$ cat src/rtl/rr_arb_reg.sv
// Round-robin arbiter with a single registered output stage.
// N requesters compete with LSB-first rotating priority; the winner's payload is captured into a skid-free output register.
module rr_arb_reg #(
  parameter int N = 4,
  parameter int W = 32
) (
  input  logic                 clk,
  input  logic                 rst_n,
  input  logic [N-1:0]         i_req_vld,
  input  logic [N*W-1:0]       i_req_dat,
  output logic [N-1:0]         o_req_acc,
  output logic                 o_out_vld,
  output logic [W-1:0]         o_out_dat,
  output logic [$clog2(N)-1:0] o_out_id,
  input  logic                 i_out_rdy
);

  localparam int IW = $clog2(N);

  logic [IW-1:0] ptr_q, ptr_d;
  logic          out_vld_q, out_vld_d;
  logic [W-1:0]  out_dat_q, out_dat_d;
  logic [IW-1:0] out_id_q, out_id_d;

  logic [N-1:0]  masked;
  logic [IW-1:0] idx_masked, idx_any, sel_idx;
  logic          found_masked, found_any;
  logic [N-1:0]  sel_oh;
  logic [W-1:0]  sel_dat;
  logic          load;

  // Requests strictly above the last winner get first chance; ptr=N-1 masks nothing.
  always_comb begin
    masked = '0;
    for (int k = 0; k < N; k++) begin
      masked[k] = i_req_vld[k] && (IW'(k) > ptr_q);
    end
  end

  always_comb begin
    idx_masked   = '0;
    idx_any      = '0;
    found_masked = 1'b0;
    found_any    = 1'b0;
    for (int k = 0; k < N; k++) begin
      if (masked[k] && !found_masked) begin
        found_masked = 1'b1;
        idx_masked   = IW'(k);
      end
      if (i_req_vld[k] && !found_any) begin
        found_any = 1'b1;
        idx_any   = IW'(k);
      end
    end
    sel_idx = found_masked ? idx_masked : idx_any;
    sel_oh  = found_any ? ({{(N-1){1'b0}}, 1'b1} << sel_idx) : '0;
  end

  always_comb begin
    sel_dat = '0;
    for (int k = 0; k < N; k++) begin
      if (IW'(k) == sel_idx) begin
        sel_dat = i_req_dat[k*W +: W];
      end
    end
  end

  // A drain and a refill in the same cycle collapse into one load, keeping full throughput.
  always_comb begin
    load      = (|i_req_vld) && (!out_vld_q || i_out_rdy);
    o_req_acc = (load && rst_n) ? sel_oh : '0;

    ptr_d     = ptr_q;
    out_vld_d = out_vld_q;
    out_dat_d = out_dat_q;
    out_id_d  = out_id_q;
    if (load) begin
      out_vld_d = 1'b1;
      out_dat_d = sel_dat;
      out_id_d  = sel_idx;
      ptr_d     = sel_idx;
    end else if (out_vld_q && i_out_rdy) begin
      out_vld_d = 1'b0;
    end
  end

  always_ff @(posedge clk) begin
    if (!rst_n) begin
      ptr_q     <= IW'(N - 1);
      out_vld_q <= 1'b0;
      out_dat_q <= '0;
      out_id_q  <= '0;
    end else begin
      ptr_q     <= ptr_d;
      out_vld_q <= out_vld_d;
      out_dat_q <= out_dat_d;
      out_id_q  <= out_id_d;
    end
  end

  assign o_out_vld = out_vld_q;
  assign o_out_dat = out_dat_q;
  assign o_out_id  = out_id_q;

endmodule

$ cat config.mk
export PLATFORM = sky130hd
export DESIGN_NAME = rr_arb_reg
export DESIGN_NICKNAME = d
export VERILOG_FILES = /design/src/rtl/rr_arb_reg.sv
export SDC_FILE = /design/constraint.sdc
export NUM_CORES = 1
export LEC_CHECK = 0
export CORE_MARGIN = 3
export CORE_UTILIZATION = 40
export CTS_BUF_LIST = sky130_fd_sc_hd__clkbuf_8
export CTS_CLUSTER_SIZE = 28
export DETAILED_ROUTE_END_ITERATION = 8
export GPL_ROUTABILITY_DRIVEN = 1
export PLACE_DENSITY = 0.86
export SYNTH_ARGS = -nofsm -noshare
export SYNTH_HDL_FRONTEND = slang
export SYNTH_SLANG_ARGS = --single-unit
$ cat constraint.sdc
create_clock -name clk -period 3.9 [get_ports clk]
set_input_delay 0.78 -clock clk [delete_from_list [all_inputs] [get_ports clk]]
set_output_delay 0.78 -clock clk [all_outputs]
set_load 0.005 [all_outputs]
Word-level counts from Yosys, hierarchy flattened
Index checks and enable logic that the tools add are counted.
Widths: inputs -> output; s select.
{"block": "op_classes", "n_lt_le_gt_ge": 4, "n_eq_ne": 3, "shift": 1, "muxes": 23, "reduce_logical": 24}
{"operator": "$mux 32", "n": 4}
{"operator": "$logic_and 1x1->1", "n": 13}
{"operator": "$mux 1", "n": 12}
{"operator": "$mux 2", "n": 5}
{"operator": "$mux 4", "n": 2}
{"operator": "$logic_not 1->1", "n": 7}
{"operator": "$eq 2x2->1 const A", "n": 2}
{"operator": "$gt 1x2->1 const A", "n": 2}
{"operator": "$gt 2x2->1 const A", "n": 2}
{"operator": "$reduce_or 4->1", "n": 1}
{"operator": "$shl 1x2->4 const A", "n": 1}
{"operator": "$eq 1x2->1 const A", "n": 1}
{"operator": "$logic_not 2->1", "n": 1}
{"operator": "$reduce_bool 2->1", "n": 1}
{"operator": "$logic_or 1x1->1", "n": 1}
{"block": "totals", "register_bits": 37, "inputBits": 135, "output_inout_bits": 39, "elab_cells": 59}

Logic depth before layout (Yosys ltp)
Gate-level depths: netlist (run 1).
{"block": "depth", "depth_word": 18, "mapped_depth": 8, "depth_no_buf": 5}

Least setup slack after synthesis (run 1)
Ideal clock, no wire load.
{"block": "synth_path", "path_type": "input port to output port", "startpoint": "input i_req_vld[1]", "endpoint": "output o_req_acc[2]", "arrival_ns": 1.767, "path_slack_ns": 1.353, "stages": 5, "cell_sequence": "buf_4 -> nand2b_1 -> a21oi_2 -> or2_2 -> a211oi_1"}
{"block": "synth_between", "elab_chain_cells": 13, "word_cells_on_any_way": 30, "cone_classes": "shift: 1; mux: 15; reduce/logical: 14"}
{"element": "start: declaration", "line": "9", "text": "input logic [N-1:0] i_req_vld,"}
{"element": "$logic_and 1x1->1", "line": "36", "text": "masked[k] = i_req_vld[k] && (IW'(k) > ptr_q);"}
{"element": "$logic_and 1x1->1", "line": "46", "text": "if (masked[k] && !found_masked) begin"}
{"element": "$mux 1", "line": "46"}
{"element": "$logic_not 1->1", "line": "46"}
{"element": "$logic_and 1x1->1", "line": "46"}
{"element": "$mux 1", "line": "46"}
{"element": "$logic_not 1->1", "line": "46"}
{"element": "$logic_and 1x1->1", "line": "46"}
{"element": "$mux 2 / $mux 1 (equally long branches)", "line": "46"}
{"element": "$mux 2", "line": "55", "text": "sel_idx = found_masked ? idx_masked : idx_any;"}
{"element": "$shl 1x2->4", "line": "56", "text": "sel_oh = found_any ? ({{(N-1){1'b0}}, 1'b1} << sel_idx) : '0;"}
{"element": "$mux 4", "line": "56"}
{"element": "$mux 4 *", "line": "71", "text": "o_req_acc = (load && rst_n) ? sel_oh : '0;"}
{"element": "end: declaration", "line": "11", "text": "output logic [N-1:0] o_req_acc,"}
Mark *: on every way between the ends. The rest lies on a longest branch, timed or not.

Final worst setup path (run 1)
{"block": "layout_path", "startpoint": "input i_req_vld[1]", "endpoint": "output o_req_acc[0]"}
Same word-level chain as after synthesis.

==> reports/metrics.yaml, run 1 <==
critPathKind: "input pin to primary output"
outcome: "complete, no violations"
wirelength_mm: 11.80
tritoncts: "yes"
final_util_pct: 69.04
p_per_area_nw_per_um2: 293.2
grt_start_max_net_pins: 38
final_cell_mix: "clkdlybuf4s50_1 (173), a21oi_1 (64), o211ai_1 (64), dfxtp_1 (37), o21ai_0 (35)"
r2r_end: "o_out_dat[28]"
cts_max_path_buffers: 2
setup_violations: 0
cp.arrival_ns: 2.93
critPathTopFamily: "buffers and inverters"
root_buffer: "clkbuf_8"
core_um2: 6604
gp_congestion: 0.9120
r2r_setup_slack_ns: 1.52
hpwl_mm: 8.050
syn2layout_area_growth_pct: 61.67
power.switching_mw: 0.4560
start_util_pct: 42.71
netSwitchingFraction_pct: 34.11
rr_startpoint: "ptr_q[0]"
ioPinCount: 174
vias: 3612
avgViaCountPerCell: 6.020
max_freq_mhz: 269.2
grt_pass1_vias: 3682
synth_edf_count: 0
synth_top_area_share_pct: 26.26
cp.depth: 6
postCtsSetupBuffers: 0
antenna_found_initial: 0
grt_pass1_wl_mm: 18.88
grt-ovfl-total: 0
drive_gt1_share_pct: 8.284
register_area_um2: 740.7
critical_path.most_common_cell: "clkdlybuf4s50_1"
synth_fp_nets: 491
holdBufCountCts: 0
power_frac_clock_pct: 19.4
portBuffers: 173
combPwrFrac_pct: 46.2
synth_top_area_cell: "dfxtp_1"
multi_input_area_um2: 1670
peakVddDrop_uv: 143.8
slew_violations: 0
seq_power_share_pct: 34.4
die-area_um2: 8094
final_common_cell: "clkdlybuf4s50_1"
track_usage_pct: 28.29
drtIter0Drc: 331
fillCellCount: 547
insertion_delay_ns: 0.29
skew_ns: 0.003252
min-delay-start: "o_out_dat[24]"
ant_nets: 0
cts_resized: 0
synth_seq_cells: 37
finalCritPeriodShare_pct: 95.25
first_pass_iters: 5
worst_slew_pin_slew_ns: 0.9057
remaining_drc_errors: 0
netlist_instances: 356
synth_top_flop_cell: "dfxtp_1"
holdPathStages: 2
htreeDepth: 2
intPower_mw: 0.8808
seq_area_frac_synth_pct: 26.26
cts_sinks: 37
crit_fanout: 9
clk_pin_slew_ns: 0.07
rows: 29
period_minus_slack_ns: 3.715
hold_violations: 0
ys_warn_count: 0
cap_violations: 0
hp-class: "flop to flop"
wl_per_cell_um: 19.67
max_stage_delay_ns: 0.60
chipHeight_um: 89.97
synth_area_leaders: "dfxtp_1 (26%), o211ai_1 (17%), a21oi_1 (11%)"
rsz0062_at_grt: "false"
diodes: 0
ys_types: 36
slew_headroom_pct: 39.48
hold-path-endpoint: "o_out_dat[24]"
synthArstFlopShare_pct: 0
required_ns: 3.12
post_synth.cell_area_avg_um2: 7.922
tns_ns: 0
worstSetupEndpointType: "primary output"
die_x_um: 89.97
p_leak_nw: 1.658
numCtsBuffers: 5
cp_slowest_cell: "clkdlybuf4s50_1"
nNetsFinal: 641
path_cells: "clkdlybuf4s50_1, nand2b_1, a21oi_4, or2_2, nor3_1, clkdlybuf4s50_1"
path_buf_inv: 2
start_kind: "input pin"
ff2ff_path_depth: 5
syn-cell-area_um2: 2820
-- per-layer routing --
metal,vias up,GRT usage (%),share of wire [%],routed length [um]
met5,-,0,0,0
met2,243,47.12,48,5714
li1,1653,-,-,-
met4,0,13.27,3.2,380
met3,30,7.679,9.7,1140
met1,1686,33.87,39,4569
-- worst max path at each step --
stage                            start           end  slack [ns]
after global routing      i_req_vld[1]  o_req_acc[0]        0.06
after detailed placement  i_req_vld[1]  o_req_acc[0]        0.23
after floorplan           i_req_vld[1]  o_req_acc[2]        1.35
final                     i_req_vld[1]  o_req_acc[0]        0.19
after CTS                 i_req_vld[1]  o_req_acc[0]        0.23
after global placement    i_req_vld[1]  o_req_acc[2]        0.31
-- cells by family (layout without fill, tap and decap cells) --
| group | count (synthesis) | count (layout) | synth area share [%] |
|---|---|---|---|
| compound gates | 213 | 213 | 52.62 |
| simple gates | 30 | 30 | 5.546 |
| flops | 37 | 37 | 26.26 |
| mux | 1 | 1 | 0.7985 |
| buf+inv | 75 | 226 | 14.77 |
-- flip-flops by register name (all words and copies together), names as in the netlist --
signal,count
o_out_dat,32
o_out_id,2
o_out_vld,1
ptr_q,2
-- synth_stat cells, types with 2 or more instances --
cell	count
o21ai_0	35
buf_2	12
buf_6	14
o21ai_1	3
buf_4	4
inv_1	32
dfxtp_1	37
a21oi_2	5
clkbuf_1	12
nand2_1	7
o221ai_1	25
o221ai_2	7
nor2_1	8
or2_2	2
or2_1	2
a21oi_1	64
nand2b_1	4
nor2b_1	2
o211ai_1	64
-- worst register-to-register path, delay by kind of cell, from the launching register on --
kind	cells	cell delay, ns
AO/OA/AOI/OAI	3	0.77
flip-flops	1	0.75
AND/OR/NAND/NOR	2	0.75
-- power by group through the flow --
stage | sequential (mW) | clock [mW] | combinational [mW]
2_1_floorplan | 0.461 | 0 | 0.324
3_3_place_gp | 0.464 | 0 | 0.594
3_5_place_dp | 0.466 | 0 | 0.609
4_1_cts | 0.458 | 0.265 | 0.612
5_1_grt | 0.464 | 0.282 | 0.661
6_report | 0.459 | 0.260 | 0.618
-- metrics by stage --
| step | worst slack, ns | hold slack (ns) | power (mW) | instance area [um2] | std cells |
|---|---|---|---|---|---|
| 2_1_floorplan | 1.353 | 0.5023 | 0.7851 | 2820 | 356 |
| 3_3_place_gp | 0.3064 | 0.4967 | 1.059 | 4477 | 592 |
| 3_5_place_dp | 0.2288 | 0.5270 | 1.075 | 4477 | 592 |
| 4_1_cts | 0.2280 | 0.5435 | 1.335 | 4559 | 600 |
| 5_1_grt | 0.06012 | 0.5756 | 1.407 | 4559 | 600 |
| 6_report | 0.1851 | 0.5424 | 1.337 | 4559 | 600 |
-- final cells by class --
type	count	share of cell area, %
tap	93	2.552
clock inverter	3	0.3019
clock buffer	5	1.509
multi-input combinational	244	36.64
inverter	32	2.634
timing repair buffer	186	40.12
sequential	37	16.25
Note: power is estimated with default switching activity, not from simulation.
==> inputs of run 2 (changes only) <==
--- a/config.mk
+++ b/config.mk
@@ -6,12 +6,12 @@
 export NUM_CORES = 1
 export LEC_CHECK = 0
 export CORE_MARGIN = 3
-export CORE_UTILIZATION = 40
+export CORE_UTILIZATION = 35
 export CTS_BUF_LIST = sky130_fd_sc_hd__clkbuf_8
 export CTS_CLUSTER_SIZE = 28
 export DETAILED_ROUTE_END_ITERATION = 8
 export GPL_ROUTABILITY_DRIVEN = 1
-export PLACE_DENSITY = 0.86
+export PLACE_DENSITY = 0.92
 export SYNTH_ARGS = -nofsm -noshare
 export SYNTH_HDL_FRONTEND = slang
 export SYNTH_SLANG_ARGS = --single-unit
==> constraint.sdc (replaced) <==
create_clock -name clk -period 3.17 [get_ports clk]
set_input_delay 0.634 -clock clk [delete_from_list [all_inputs] [get_ports clk]]
set_output_delay 0.634 -clock clk [all_outputs]
set_load 0.005 [all_outputs]
==> reports/metrics.yaml, run 2 (synthesized netlist as in run 1, its figures left out) <==
grt-ovfl-total: 0  # unchanged
rows: 32  # +10%
remaining_drc_errors: 0  # unchanged
rsz0062_at_grt: "false"
drive_gt1_share_pct: 9.162  # +0.88 points
grt_pass1_wl_mm: 17.63  # -6.6%
critPathTopFamily: "buffers and inverters"
nNetsFinal: 647  # +0.94%
htreeDepth: 2  # unchanged
fin_cells: 615  # +2.5%
portBuffers: 173  # unchanged
numCtsBuffers: 5  # unchanged
worst_slew_pin_slew_ns: 1.280  # +0.3740 ns
vias: 3566  # -1.3%
cp_slowest_cell: "clkdlybuf4s50_1"
critPathKind: "input pin to primary output"
path_buf_inv: 2  # unchanged
path_cells: "clkdlybuf4s50_1, or2_2, nand2_1, nand2_1, nor3_1, clkdlybuf4s50_1"
cts_sinks: 37  # unchanged
max_freq_mhz: 327.2
avgViaCountPerCell: 5.798  # -3.7%
cp.arrival_ns: 2.42  # -0.51 ns
syn2layout_area_growth_pct: 63.80
die-area_um2: 9171  # +13%
dp_cells: 607  # +2.5%
setup_violations: 0  # unchanged
tns_ns: 0  # unchanged
postCtsSetupBuffers: 0  # unchanged
track_usage_pct: 24.25  # -4.0 points
start_util_pct: 36.31  # -6.4 points
worst_hold_slack_ns: 0.5294  # -0.01298 ns
hpwl_mm: 7.904  # -1.8%
diodes: 0  # unchanged
max_stage_delay_ns: 0.55  # -0.05 ns
antenna_found_initial: 0  # unchanged
slew_headroom_pct: 14.28  # -25 points
die_x_um: 95.77  # +6.4%
drtIter0Drc: 214  # -35%
grt_pass1_vias: 3746  # +1.7%
finalCritPeriodShare_pct: 96.40
first_pass_iters: 5  # unchanged
hp-class: "flop to flop"
chipHeight_um: 95.77  # +6.4%
cap_violations: 0  # unchanged
worstSetupEndpointType: "primary output"
tritoncts: "yes"
start_kind: "input pin"
crit_fanout: 5  # -4
outcome: "complete, no violations"
cts_max_path_buffers: 2  # unchanged
core_um2: 7767  # +18%
slew_violations: 0  # unchanged
largest_register_ffs: 32  # unchanged
clk_pin_slew_ns: 0.08  # about the same
wl_per_cell_um: 18.63  # -5.3%
required_ns: 2.54  # -0.58 ns
final_cell_mix: "clkdlybuf4s50_1 (169), a21oi_1 (64), o211ai_1 (64), dfxtp_1 (37)"
gp_congestion: 0.7821  # -14%
root_buffer: "clkbuf_8"
final_common_cell: "clkdlybuf4s50_1"
grt_start_max_net_pins: 46  # +21%
skew_ns: 0.006323  # +0.003070 ns
p_per_area_nw_per_um2: 355.6  # +21%
final_util_pct: 59.47  # -9.6 points
peakVddDrop_uv: 194.3  # +35%
ant_nets: 0  # unchanged
hold_violations: 0  # unchanged
p_leak_nw: 1.712  # +3.3%
wirelength_mm: 11.46  # -3.0%
period_minus_slack_ns: 3.056
ioPinCount: 174  # unchanged
insertion_delay_ns: 0.28  # about the same
holdBufCountCts: 0  # unchanged
## run 2: changes by cell type in the layout (fill, tap and decap cells not counted), sizes merged
cell	delta
clkinv	-2
inv	+2
clkdlybuf4s50	-4
buf	+6
dlymetal6s2s	+1
dlygate4sd2	+3
## run 2: layer usage
| metal | routed length (um) | vias to the layer above | part of all wire, % | global-route usage (%) |
|---|---|---|---|---|
| li1 | - | 1664 | - | - |
| met1 | 4332 | 1648 | 38 | 27.79 |
| met2 | 5790 | 228 | 51 | 43.20 |
| met3 | 1107 | 26 | 9.7 | 5.473 |
| met4 | 225 | 0 | 2.0 | 9.953 |
| met5 | 0 | - | 0 | 0 |
## run 2: path summary, 6_finish.rpt
path,to,start,slack [ns],cells after the start
max,o_req_acc[0],i_req_vld[2],0.11,6
min,o_out_id[0],o_out_id[0],0.53,2
max reg2reg,o_out_dat[11],ptr_q[1],0.61,5
min reg2reg,o_out_id[0],o_out_id[0],0.53,2
## run 2: where the power goes
group          switching, mW  internal, mW  leakage [nW]
logic                  0.352         0.418          1.35
clock network          0.165         0.147        0.0519
registers             0.0370         0.524         0.308
## run 2: timing repair
item / CTS / global route
endpoints found under the setup margin: 2 / 1
gates cloned: 0 / 0
pin swaps: 0 / 0
gates resized for setup: 5 / 1
## run 2: area by class of cell
| cell class | count | area, um2 |
|---|---|---|
| sequential | 37 | 740.7 |
| clock buffer | 5 | 68.82 |
| inverter | 32 | 120.1 |
| timing repair buffer | 192 | 1873 |
| multi-input combinational | 244 | 1678 |
| tap | 102 | 127.6 |
| clock inverter | 3 | 11.26 |
| fill | 704 | 3148 |
## run 2: per-stage QoR
step | instance area [um2] | setup WS, ns | total power [mW]
after floorplan | 2820 | 0.9153 | 0.9658
after global placement | 4533 | -0.04291 | 1.306
after detailed placement | 4533 | -0.1130 | 1.331
after CTS | 4617 | 0.06116 | 1.648
after global routing | 4619 | 0.02728 | 1.739
final | 4619 | 0.1140 | 1.643
## run 2: tightest hold or removal path, cell delays in order (launching register included)
cell and delay [ns]:
dfxtp_1 0.33, o21ai_0 0.08, nor2_1 0.08
==> inputs of run 3 (changes only) <==
==> constraint.sdc (replaced) <==
create_clock -name clk -period 2.5 [get_ports clk]
set_input_delay 0.5 -clock clk [delete_from_list [all_inputs] [get_ports clk]]
set_output_delay 0.5 -clock clk [all_outputs]
set_load 0.005 [all_outputs]
==> reports/metrics.yaml, run 3 (synthesized netlist as in run 1, its figures left out) <==
grt_start_max_net_pins: 38  # -17%
wl_per_cell_um: 18.41  # -1.2%
start_kind: "flop"
peakVddDrop_uv: 210.2  # +8.2%
critPathTopFamily: "buffers and inverters"
ant_nets: 0  # unchanged
grt_pass1_wl_mm: 17.84  # +1.2%
start_util_pct: 36.31  # unchanged
crit_fanout: 9  # +4
power_frac_clock_pct: 19.9  # +0.9 points
setup_violations: 0  # unchanged
first_pass_iters: 5  # unchanged
final_common_cell: "clkdlybuf4s50_1"
required_ns: 2.00  # -0.54 ns
htreeDepth: 2  # unchanged
cts_max_path_buffers: 2  # unchanged
hpwl_mm: 8.201  # +3.8%
syn2layout_area_growth_pct: 66.59
finalCritPeriodShare_pct: 92.39
tritoncts: "yes"
chipHeight_um: 95.77  # unchanged
postCtsSetupBuffers: 0  # unchanged
largest_register_ffs: 32  # unchanged
slew_violations: 0  # unchanged
final_cell_mix: "clkdlybuf4s50_1 (165), a21oi_1 (64), o211ai_1 (64), dfxtp_1 (36), o21ai_0 (35)"
netSwitchingFraction_pct: 33.04  # -0.66 points
remaining_drc_errors: 0  # unchanged
slew_headroom_pct: 70.88  # +57 points
drive_gt1_share_pct: 11.54  # +2.4 points
cp_slowest_cell: "dfxtp_4"
insertion_delay_ns: 0.29  # about the same
core_um2: 7767  # unchanged
die-area_um2: 9171  # unchanged
path_cells: "buf_4, nand3b_2, o21ai_0, or2_2, a211oi_1, dlygate4sd2_1"
vias: 3665  # +2.8%
fin_cells: 622  # +1.1%
root_buffer: "clkbuf_8"
diodes: 0  # unchanged
intPower_mw: 1.427  # +31%
worst_hold_slack_ns: 0.5459  # +0.01655 ns
critPathKind: "flop to primary output"
p_leak_nw: 1.774  # +3.6%
combPwrFrac_pct: 46.9  # about the same
rsz0062_at_grt: "false"
clk_pin_slew_ns: 0.07  # about the same
holdBufCountCts: 0  # unchanged
p_per_area_nw_per_um2: 453.7  # +28%
ioPinCount: 174  # unchanged
skew_ns: 0.007080  # +0.0007572 ns
cap_violations: 0  # unchanged
worstSetupEndpointType: "primary output"
power.switching_mw: 0.7043  # +27%
dp_cells: 615  # +1.3%
seq_power_share_pct: 33.2  # -1.0 points
numCtsBuffers: 5  # unchanged
nNetsFinal: 655  # +1.2%
die_x_um: 95.77  # unchanged
outcome: "complete, no violations"
max_freq_mhz: 432.9
antenna_found_initial: 0  # unchanged
path_buf_inv: 2  # unchanged
hold_violations: 0  # unchanged
period_minus_slack_ns: 2.310
fillCellCount: 693  # -1.6%
cts_sinks: 37  # unchanged
portBuffers: 173  # unchanged
avgViaCountPerCell: 5.892  # +1.6%
worst_slew_pin_slew_ns: 0.4368  # -0.8429 ns
hp-class: "flop to flop"
cp.arrival_ns: 1.81  # -0.61 ns
rows: 32  # unchanged
track_usage_pct: 24.47  # +0.22 points
wirelength_mm: 11.45  # about the same
grt-ovfl-total: 0  # unchanged
drtIter0Drc: 181  # -15%
grt_pass1_vias: 3705  # -1.1%
gp_congestion: 0.7896  # +0.96%
max_stage_delay_ns: 0.37  # -0.18 ns
==> run 3: metal layers <==
metal	vias to the layer above	wire length (um)	GRT usage, %
met5	-	0	0
met4	0	237	7.820
met3	29	1271	5.708
met2	232	5888	44.93
met1	1723	4053	27.73
li1	1681	-	-
==> run 3: repair_timing <==
action                                  4_1_cts  5_1_grt
pin swaps                                     1        0
endpoints found under the setup margin        4        4
gates resized for setup                       9        8
==> run 3: worst reg2reg max path, cell delays in order, from the launching register on <==
cell	delay (ns)
dfxtp_1	0.38
buf_4	0.30
nor2b_1	0.14
a2bb2oi_4	0.17
buf_4	0.41
o221ai_1	0.22
o211ai_1	0.13
a21oi_1	0.09
==> run 3: cell type report <==
class	instances	area, um2	share of cell area (%)
well taps	102	127.6	2.716
inverters	32	120.1	2.557
flip-flops and latches	37	744.5	15.85
clock inverters	1	3.754	0.07989
clock buffers	6	82.58	1.758
multi-input cells	244	1678	35.71
repair buffers	200	1942	41.33
==> run 3: power by group through the flow <==
stage               sequential (mW)  clock [mW]  combinational [mW]
finish                        0.708       0.424               0.999
global route                  0.715       0.469                1.08
CTS                           0.707       0.438               0.995
detailed placement            0.718           0               0.995
global placement              0.716           0               0.965
floorplan                     0.719           0               0.506
==> run 3: worst paths after layout <==
check                               from             to  slack, ns  cells after the start
worst max register to register  ptr_q[0]  o_out_dat[16]       0.57                      7
worst min register to register  ptr_q[1]       ptr_q[1]       0.55                      2
worst min-delay path            ptr_q[1]       ptr_q[1]       0.55                      2
worst max-delay path            ptr_q[1]   o_req_acc[2]       0.19                      6
==> run 3: stage by stage <==
stage / total power [mW] / cell area [um2] / setup WS, ns / util, % / TNS, ns
floorplan: 1.225 / 2820 / 0.5133 / - / 0
global placement: 1.680 / 4618 / -0.4676 / 59.46 / -1.945
detailed placement: 1.713 / 4618 / -0.4958 / 59.46 / -3.042
CTS: 2.140 / 4698 / 0.001795 / 60.49 / 0
global route: 2.265 / 4698 / 0.009333 / 60.49 / 0
finish: 2.131 / 4698 / 0.1902 / 60.49 / 0
